<file path="src/rtl/sram_1rw1r_wmask_init.sv">
// One read/write plus one read-only port SRAM with per-lane write mask and a
// self-clearing controller that fills the array with INIT_VALUE after reset or on request.
module sram_1rw1r_wmask_init #(
    parameter int unsigned DATA_WIDTH  = 2,
    parameter int unsigned ADDR_WIDTH  = 4,
    parameter int unsigned WMASK_WIDTH = 1,
    parameter int unsigned WRITE_FIRST = 1,
    parameter int unsigned OUT_REG     = 0,
    parameter logic [DATA_WIDTH-1:0] INIT_VALUE = '0
) (
    input  logic                   clk,
    input  logic                   rstb,
    input  logic                   init,
    output logic                   busy,
    input  logic                   csb0,
    input  logic                   web0,
    input  logic [WMASK_WIDTH-1:0] wmask0,
    input  logic [ADDR_WIDTH-1:0]  addr0,
    input  logic [DATA_WIDTH-1:0]  din0,
    output logic [DATA_WIDTH-1:0]  dout0,
    output logic                   dout0_vld,
    input  logic                   csb1,
    input  logic [ADDR_WIDTH-1:0]  addr1,
    output logic [DATA_WIDTH-1:0]  dout1,
    output logic                   dout1_vld
);

    localparam int unsigned RAM_DEPTH = 1 << ADDR_WIDTH;
    localparam int unsigned LANE_W    = DATA_WIDTH / WMASK_WIDTH;

    typedef enum logic {
        ST_INIT,
        ST_READY
    } state_t;

    state_t                  state, state_nxt;
    logic [ADDR_WIDTH-1:0]   cnt, cnt_nxt;
    logic                    busy_nxt;
    logic                    clr_we;

    logic [DATA_WIDTH-1:0]   mem [RAM_DEPTH];

    logic                    wr0, rd0, rd1;
    logic [DATA_WIDTH-1:0]   bit_mask;
    logic [DATA_WIDTH-1:0]   wr_word;
    logic [DATA_WIDTH-1:0]   rd0_word, rd1_word;

    // Controller state register; busy is tracked alongside the state.
    always_ff @(posedge clk or negedge rstb) begin
        if (!rstb) begin
            state <= ST_INIT;
            cnt   <= '0;
            busy  <= 1'b1;
        end else begin
            state <= state_nxt;
            cnt   <= cnt_nxt;
            busy  <= busy_nxt;
        end
    end

    // Clear sequencing: one address per cycle, init requests only honoured in READY.
    always_comb begin
        state_nxt = state;
        cnt_nxt   = cnt;
        busy_nxt  = busy;
        clr_we    = 1'b0;
        case (state)
            ST_INIT: begin
                clr_we = 1'b1;
                if (cnt == ADDR_WIDTH'(RAM_DEPTH - 1)) begin
                    state_nxt = ST_READY;
                    cnt_nxt   = '0;
                    busy_nxt  = 1'b0;
                end else begin
                    cnt_nxt = cnt + ADDR_WIDTH'(1);
                end
            end
            ST_READY: begin
                if (init) begin
                    state_nxt = ST_INIT;
                    cnt_nxt   = '0;
                    busy_nxt  = 1'b1;
                end
            end
            default: begin
                state_nxt = ST_INIT;
                cnt_nxt   = '0;
                busy_nxt  = 1'b1;
            end
        endcase
    end

    assign wr0 = !busy && !csb0 && !web0;
    assign rd0 = !busy && !csb0 &&  web0;
    assign rd1 = !busy && !csb1;

    // Expand lane enables into a per-bit mask.
    always_comb begin
        bit_mask = '0;
        for (int unsigned i = 0; i < WMASK_WIDTH; i++) begin
            bit_mask[i*LANE_W +: LANE_W] = {LANE_W{wmask0[i]}};
        end
    end

    assign wr_word  = (mem[addr0] & ~bit_mask) | (din0 & bit_mask);
    assign rd0_word = mem[addr0];
    // Same-edge collision on port 1 optionally forwards the merged write word.
    assign rd1_word = ((WRITE_FIRST != 0) && wr0 && (addr0 == addr1)) ? wr_word : mem[addr1];

    // Array storage; the clear sequence has priority over port-0 writes.
    always_ff @(posedge clk) begin
        if (clr_we) begin
            mem[cnt] <= INIT_VALUE;
        end else if (wr0) begin
            mem[addr0] <= wr_word;
        end
    end

    if (OUT_REG != 0) begin : g_out_reg
        logic [DATA_WIDTH-1:0] p0_data, p1_data;
        logic                  p0_vld, p1_vld;

        // Read capture stage followed by the output stage; data holds when not valid.
        always_ff @(posedge clk or negedge rstb) begin
            if (!rstb) begin
                p0_data   <= '0;
                p1_data   <= '0;
                p0_vld    <= 1'b0;
                p1_vld    <= 1'b0;
                dout0     <= '0;
                dout1     <= '0;
                dout0_vld <= 1'b0;
                dout1_vld <= 1'b0;
            end else begin
                p0_vld    <= rd0;
                p1_vld    <= rd1;
                dout0_vld <= p0_vld;
                dout1_vld <= p1_vld;
                if (rd0)    p0_data <= rd0_word;
                if (rd1)    p1_data <= rd1_word;
                if (p0_vld) dout0   <= p0_data;
                if (p1_vld) dout1   <= p1_data;
            end
        end
    end else begin : g_out_direct
        // Single read stage; data holds when not valid.
        always_ff @(posedge clk or negedge rstb) begin
            if (!rstb) begin
                dout0     <= '0;
                dout1     <= '0;
                dout0_vld <= 1'b0;
                dout1_vld <= 1'b0;
            end else begin
                dout0_vld <= rd0;
                dout1_vld <= rd1;
                if (rd0) dout0 <= rd0_word;
                if (rd1) dout1 <= rd1_word;
            end
        end
    end

endmodule

</file>
<file path="config.mk">
export PLATFORM = sky130hd
export DESIGN_NAME = sram_1rw1r_wmask_init
export DESIGN_NICKNAME = d
export VERILOG_FILES = /design/src/rtl/sram_1rw1r_wmask_init.sv
export SDC_FILE = /design/constraint.sdc
export NUM_CORES = 1
export LEC_CHECK = 0
export BUFFER_PORTS_ARGS = -buffer_cell sky130_fd_sc_hd__buf_2
export CAP_MARGIN = 30
export CORE_MARGIN = 5
export CORE_UTILIZATION = 45
export DETAILED_ROUTE_END_ITERATION = 8
export HOLD_SLACK_MARGIN = 0.02
export PLACE_DENSITY = 0.66
export SLEW_MARGIN = 20
export SYNTH_ARGS = -nofsm -noshare
export SYNTH_HDL_FRONTEND = slang
export SYNTH_SLANG_ARGS = --single-unit
</file>
<file path="constraint.sdc">
create_clock -name clk -period 1.86 [get_ports clk]
set_clock_uncertainty 0.05 [all_clocks]
set_input_delay 0.372 -clock clk [delete_from_list [all_inputs] [get_ports clk]]
set_output_delay 0.372 -clock clk [all_outputs]
set_load 0.03 [all_outputs]
</file>
; ---- Yosys cells after proc, flatten, opt, wreduce, memory -nomap -nowiden
; Memories as Yosys holds them, arrays and structs flattened.
; Cells that the tools add are included.
; W data, S select, Z words.
[totals]
reg_bits = 12
ram_bits = 32
out_inout_bits = 7
memories = 1
[op_classes]
addsub = 1
n_eq_ne = 4
mux = 17
bitwise_logic = 5
n_reduce_logical = 11
[memory_table]
columns = memory, words, width, read_ports, rd_ports_with_merged_regs, write_ports, line
row1 = mem, 16, 2, 2, 0, 1, 41  ; logic [DATA_WIDTH-1:0] mem [RAM_DEPTH];
[op_table]
columns = op, n
row1 = $mux W4, 3
row2 = $mux W1, 9
row3 = $pmux W4 S2, 1
row4 = $logic_and A1 B1 Y1, 5
row5 = $add A4 B1 Y4 const B, 1
row6 = $and A2 B2 Y2, 2
row7 = $eq A4 B4 Y1, 1
row8 = $eq A4 B4 Y1 const B, 1
row9 = $logic_not A1 Y1, 4
row10 = $mux W2, 2
row11 = $ne A2 B2 Y1 const B, 2
row12 = $pmux W1 S2, 2
row13 = $not A2 Y2, 1
row14 = $or A2 B2 Y2, 1
row15 = $reduce_and A2 Y1, 1
row16 = $reduce_or A2 Y1, 1
row17 = $not A1 Y1, 1

; ---- Depth between registers and ports, before layout
[depth]
word_depth = 8
ltp_mapped = 7
depth_no_buf = 5

; ---- Worst setup path after synthesis
; OpenSTA, ideal clock, no wires.
[synth_timing]
path_kind = input-to-reg
startpoint = in addr0[2]
endpoint = mem mem[0][0] (data pin)
setup_time_ns = 0.277
t_arrival_ns = 1.640
setup_slack_ns = -0.107
path_stages = 6
cell_sequence = buf_2 > and2_1 > a221oi_1 > nand3b_1 > o311a_1 > nor2_1
[synth_between]
elab_chain_len = 4
[synth_rtl]
columns = item, line
row1 = start: declaration, 18  ; input logic [ADDR_WIDTH-1:0] addr0,
row2 = $mem_v2 Z16 W2, --
row3 = $and A2 B2 Y2, 105  ; assign wr_word = (mem[addr0] & ~bit_mask) | (din0 & bit_mask);
row4 = $or A2 B2 Y2, 105
row5 = $mux W2 (no line), --
row6 = end: declaration, 41
; No other way between the ends.

; ---- Worst setup path in the final report
[layout_timing]
startpoint = reg busy
endpoint = mem mem[7][0] (enable)
[layout_between]
elab_chain_len = 8
word_cells_on_any_way = 9
[layout_rtl]
columns = item, line
row1 = start: declaration, 14  ; output logic busy,
row2 = start signal: assignment, 57  ; busy <= busy_nxt;
row3 = $logic_not A1 Y1 *, 93  ; assign wr0 = !busy && !csb0 && !web0;
row4 = $logic_and A1 B1 Y1 * (2 in a row), 93
row5 = $mux W1 *, 114  ; end else if (wr0) begin
row6 = $mux W1 *, 112  ; if (clr_we) begin
row7 = $mux W1 (not written as such) *, 115  ; mem[addr0] <= wr_word;
row8 = $reduce_or A2 Y1 (no line), --
row9 = $mux W4 (no line) / $mux W1 (equally long branches), --
; Mark *: on every way between the ends. The rest lies on a longest branch, timed or not.

==> Flow_metrics.wiki <==
{| class="wikitable"
! Metric !! Value
|-
| DP Wirelength || between 4 and 5 mm
|-
| Wl on met1 || 2.52 mm
|-
| Area of the die || 0.00680 mm²
|-
| Clock insertion delay at the later pin of the skew report || approximately 0.30 ns
|-
| Wire length of the first global-routing pass || around 8.6 mm
|-
| Critical path arrival || about 1.8 ns
|-
| Worst-case clock buffer depth || 2
|-
| Async S/R FF share, synth || between 20% and 30%
|-
| Clock sinks || between 40 and 50
|-
| Vias per cell || roughly 5.4
|-
| Average size of a mapped cell || about 12 µm²
|-
| Final layout net count || ~260
|-
| Number of synthesized flops with an enable pin || 32
|-
| Vias in the first global route || 1647
|-
| Kind of capture point of the worst setup path || flop
|-
| Leakage component of the power || approximately 1.2 nW
|-
| Aggregate global-route resource usage || approximately 18%
|-
| Clock Pin Slew Worst Setup and Hold Paths || 0.09 ns
|-
| Class of the worst hold path || in2reg
|-
| Flop and latch count out of synthesis || 44
|-
| Accumulated negative setup slack || 0 ns
|-
| Number of antenna cells inserted || 0
|-
| Number of H-tree branching levels || 2
|-
| Peak VDD IR || about 440 µV
|-
| Drt total wl || between 5 and 6 mm
|-
| Top-level I/O count || 24
|-
| Initial drt markers || approximately 140
|-
| Endpoint required time on the critical path || between 1.5 and 2 ns
|-
| CTS tree || yes
|-
| Fraction of layout instances using a drive strength above 1 || about a third
|-
| Number of cells on the worst hold path || 2
|-
| FF-to-FF path depth || 6
|-
| Worst-case setup slack after placement || -0.373 ns
|-
| Cell taking the most area after synthesis || sky130_fd_sc_hd__edfxtp_1
|-
| Routed wirelength normalized by instance count || about 17 µm
|-
| Buffer type at the clock tree root || sky130_fd_sc_hd__clkbuf_8
|-
| Count of nets left with antenna violations after detail routing || 0
|-
| Pwr Density || 1100 mW/mm²
|-
| Remaining global-route overflow || 0
|-
| Cell area after technology mapping || 0.00236 mm²
|-
| Least-Margin Pin Slew || between 0.6 and 0.7 ns
|-
| Number of port buffers || 23
|-
| Outcome || complete, no violations
|-
| Portion of synthesized cell area occupied by the leading cell type || between 40% and 50%
|-
| Setup repair after global routing missed its margin || true
|-
| Top cells by area in the synthesized netlist || sky130_fd_sc_hd__edfxtp_1 41%, sky130_fd_sc_hd__dfrtp_1 12%, sky130_fd_sc_hd__mux4_1 10%
|-
| Primary flip-flop cell chosen by synthesis mapping || sky130_fd_sc_hd__edfxtp_1
|-
| Final worst path period need || approximately 1.8 ns
|-
| Top routing layer in use || met4
|-
| Non-filler cells, final || approximately 320
|-
| TritonCTS Buffers || 5
|-
| Placed insts || ~310
|-
| Final WS setup || about 0.014 ns
|-
| Crit-path max FO || 12
|-
| Number of max-slew violations in the final report || 0
|-
| Effective utilization at floorplan || ~46%
|-
| Post-route clock period utilization || a little under 100%
|-
| Chip Width || about 82 µm
|-
| MaxCap Viol Count || 0
|-
| Router iterations before antenna repair || 4
|-
| Met3 Wirelength || 326 µm
|-
| Maximum operating frequency || ~540 MHz
|-
| Post-detailed-route DRC marker count || 0
|-
| Synth warn || 0
|-
| Number of cell rows || 26
|-
| Proportion of synthesized chip area in sequential cells || roughly 53%
|-
| Synth unique cells || 42
|-
| Detailed route wirelength on metal2 || ~2.5 mm
|-
| CP startpoint kind || flop
|-
| Number of instances in the synthesized netlist || 192
|-
| Pin count of the biggest net entering global routing || 17
|-
| Post-synthesis net count || 210
|-
| Chip Height || 82.4 µm
|-
| Max-Slew Margin vs Limit || 59.6%
|-
| Critical Setup Path Class || reg2reg
|-
| Number of setup violations in the final report || 0
|-
| Synth-to-Final Area Change || 23.2%
|-
| Area of the core || just over 0.005 mm²
|-
| Number of vias in the routed layout || about 1700
|-
| Number of antenna violations at the first check in global routing || 0
|-
| Final hold vios || 0
|-
| Weighted congestion at the end of routability-driven global placement || 0.858
|}
==> placed cells by master (no fill, tap or decap), types with 3 or more instances in the layout <==
master and count:
sky130_fd_sc_hd__a31oi_1 3, sky130_fd_sc_hd__o211ai_1 3, sky130_fd_sc_hd__mux4_1 8, sky130_fd_sc_hd__mux2i_1 14, sky130_fd_sc_hd__dfrtp_1 11, sky130_fd_sc_hd__edfxtp_1 32
sky130_fd_sc_hd__mux2_2 4, sky130_fd_sc_hd__buf_2 22, sky130_fd_sc_hd__inv_1 4, sky130_fd_sc_hd__xor2_1 3, sky130_fd_sc_hd__nor2_2 3, sky130_fd_sc_hd__clkbuf_8 5
sky130_fd_sc_hd__buf_4 35, sky130_fd_sc_hd__a21oi_1 5, sky130_fd_sc_hd__a22oi_1 3, sky130_fd_sc_hd__nand2_1 14, sky130_fd_sc_hd__nor2_1 25, sky130_fd_sc_hd__nor3_1 4
sky130_fd_sc_hd__nand3_1 3, sky130_fd_sc_hd__o21ai_0 8
==> final timing paths <==
kind | start | end | slack, ns
worst max-delay path | busy | mem[7][0] | 0.01
worst min-delay path | csb1 | dout1_vld | 0.22
worst max register to register | busy | mem[7][0] | 0.01
worst min register to register | dout0[0] | dout0[0] | 0.47
max in group asynchronous | rstb | busy | 1.07
min in group asynchronous | rstb | dout0_vld | 0.42
==> cell type report <==
type	instances	area [µm²]
clock buffer	5	68.8
multi-input combinational	133	1050
inverter	4	15.0
tap	70	87.6
timing repair buffer	58	383
fill	446	2200
sequential	44	1260
clock inverter	3	42.5
==> cell families (layout without fill, tap and decap cells) <==
logic type               after synthesis  count (layout)  synth area share (%)
AO/OA/AOI/OAI                         37              37                  10.8
XOR/XNOR                               4               4                  1.48
adder cells (fa/ha/maj)                1               1                 0.530
buffers and inverters                 15              70                  3.55
flip-flops                            44              44                  53.5
multiplexers                          27              27                  17.9
AND/OR/NAND/NOR                       64              64                  12.3
==> power by group <==
group	leakage, nW	internal [mW]	switching, mW
registers	0.448	1.28	0.153
logic	0.666	0.411	0.642
clock network	0.0558	0.398	0.325
==> metrics by stage <==
step                instance area (µm²)  total power [mW]  hold slack (ns)  utilization (%)
global placement                   2750              2.46            0.211             53.9
floorplan                          2370              2.09           0.0264                -
finish                             2910              3.21            0.219             57.0
detailed placement                 2750              2.47            0.212             53.9
global route                       2910              3.39            0.223             57.0
CTS                                2900              3.22            0.217             56.8
==> cell usage after synthesis (2+ instances only) <==
master	count
sky130_fd_sc_hd__a21oi_1	5
sky130_fd_sc_hd__a22oi_1	3
sky130_fd_sc_hd__a31oi_1	4
sky130_fd_sc_hd__buf_2	4
sky130_fd_sc_hd__buf_6	3
sky130_fd_sc_hd__clkbuf_1	4
sky130_fd_sc_hd__dfrtp_1	11
sky130_fd_sc_hd__edfxtp_1	32
sky130_fd_sc_hd__inv_1	4
sky130_fd_sc_hd__mux2_2	4
sky130_fd_sc_hd__mux2i_1	14
sky130_fd_sc_hd__mux4_1	9
sky130_fd_sc_hd__nand2_1	14
sky130_fd_sc_hd__nand3_1	3
sky130_fd_sc_hd__nand3b_1	2
sky130_fd_sc_hd__nor2_1	30
sky130_fd_sc_hd__nor2b_1	2
sky130_fd_sc_hd__nor3_1	5
sky130_fd_sc_hd__nor3b_1	3
sky130_fd_sc_hd__o211ai_1	3
sky130_fd_sc_hd__o21ai_0	8
sky130_fd_sc_hd__o21ai_1	2
sky130_fd_sc_hd__o22ai_1	2
sky130_fd_sc_hd__xor2_1	3
==> worst max-delay path, cell delays in order (launching register included) <==
cell,delay [ns]
sky130_fd_sc_hd__dfstp_2,0.54
sky130_fd_sc_hd__nor3_2,0.05
sky130_fd_sc_hd__nand2_1,0.06
sky130_fd_sc_hd__buf_4,0.17
sky130_fd_sc_hd__nor2_1,0.06
sky130_fd_sc_hd__a31oi_1,0.45
sky130_fd_sc_hd__nor2_1,0.19
==> timing repair <==
item,in CTS,in global routing
buffers inserted,3,0
resized for setup,7,3
hold endpoints to repair,11,0
setup endpoints to repair,54,43
hold buffers,1,0
pin swaps,3,2
cloned,0,0
==> metal layers <==
| metal | track usage (%) | vias to the layer above |
|---|---|---|
| li1 | - | 847 |
| met1 | 25.0 | 821 |
| met2 | 27.3 | 49 |
| met3 | 3.47 | 8 |
| met4 | 5.48 | 0 |
| met5 | 0 | - |
==> registers in the layout, summed over array words and instances, names as in the netlist <==
| register | count |
|---|---|
| mem | 32 |
| cnt | 4 |
| dout0 | 2 |
| dout1 | 2 |
| busy | 1 |
| dout0_vld | 1 |
| dout1_vld | 1 |
| state | 1 |
Power figures use the tool's default switching activity.
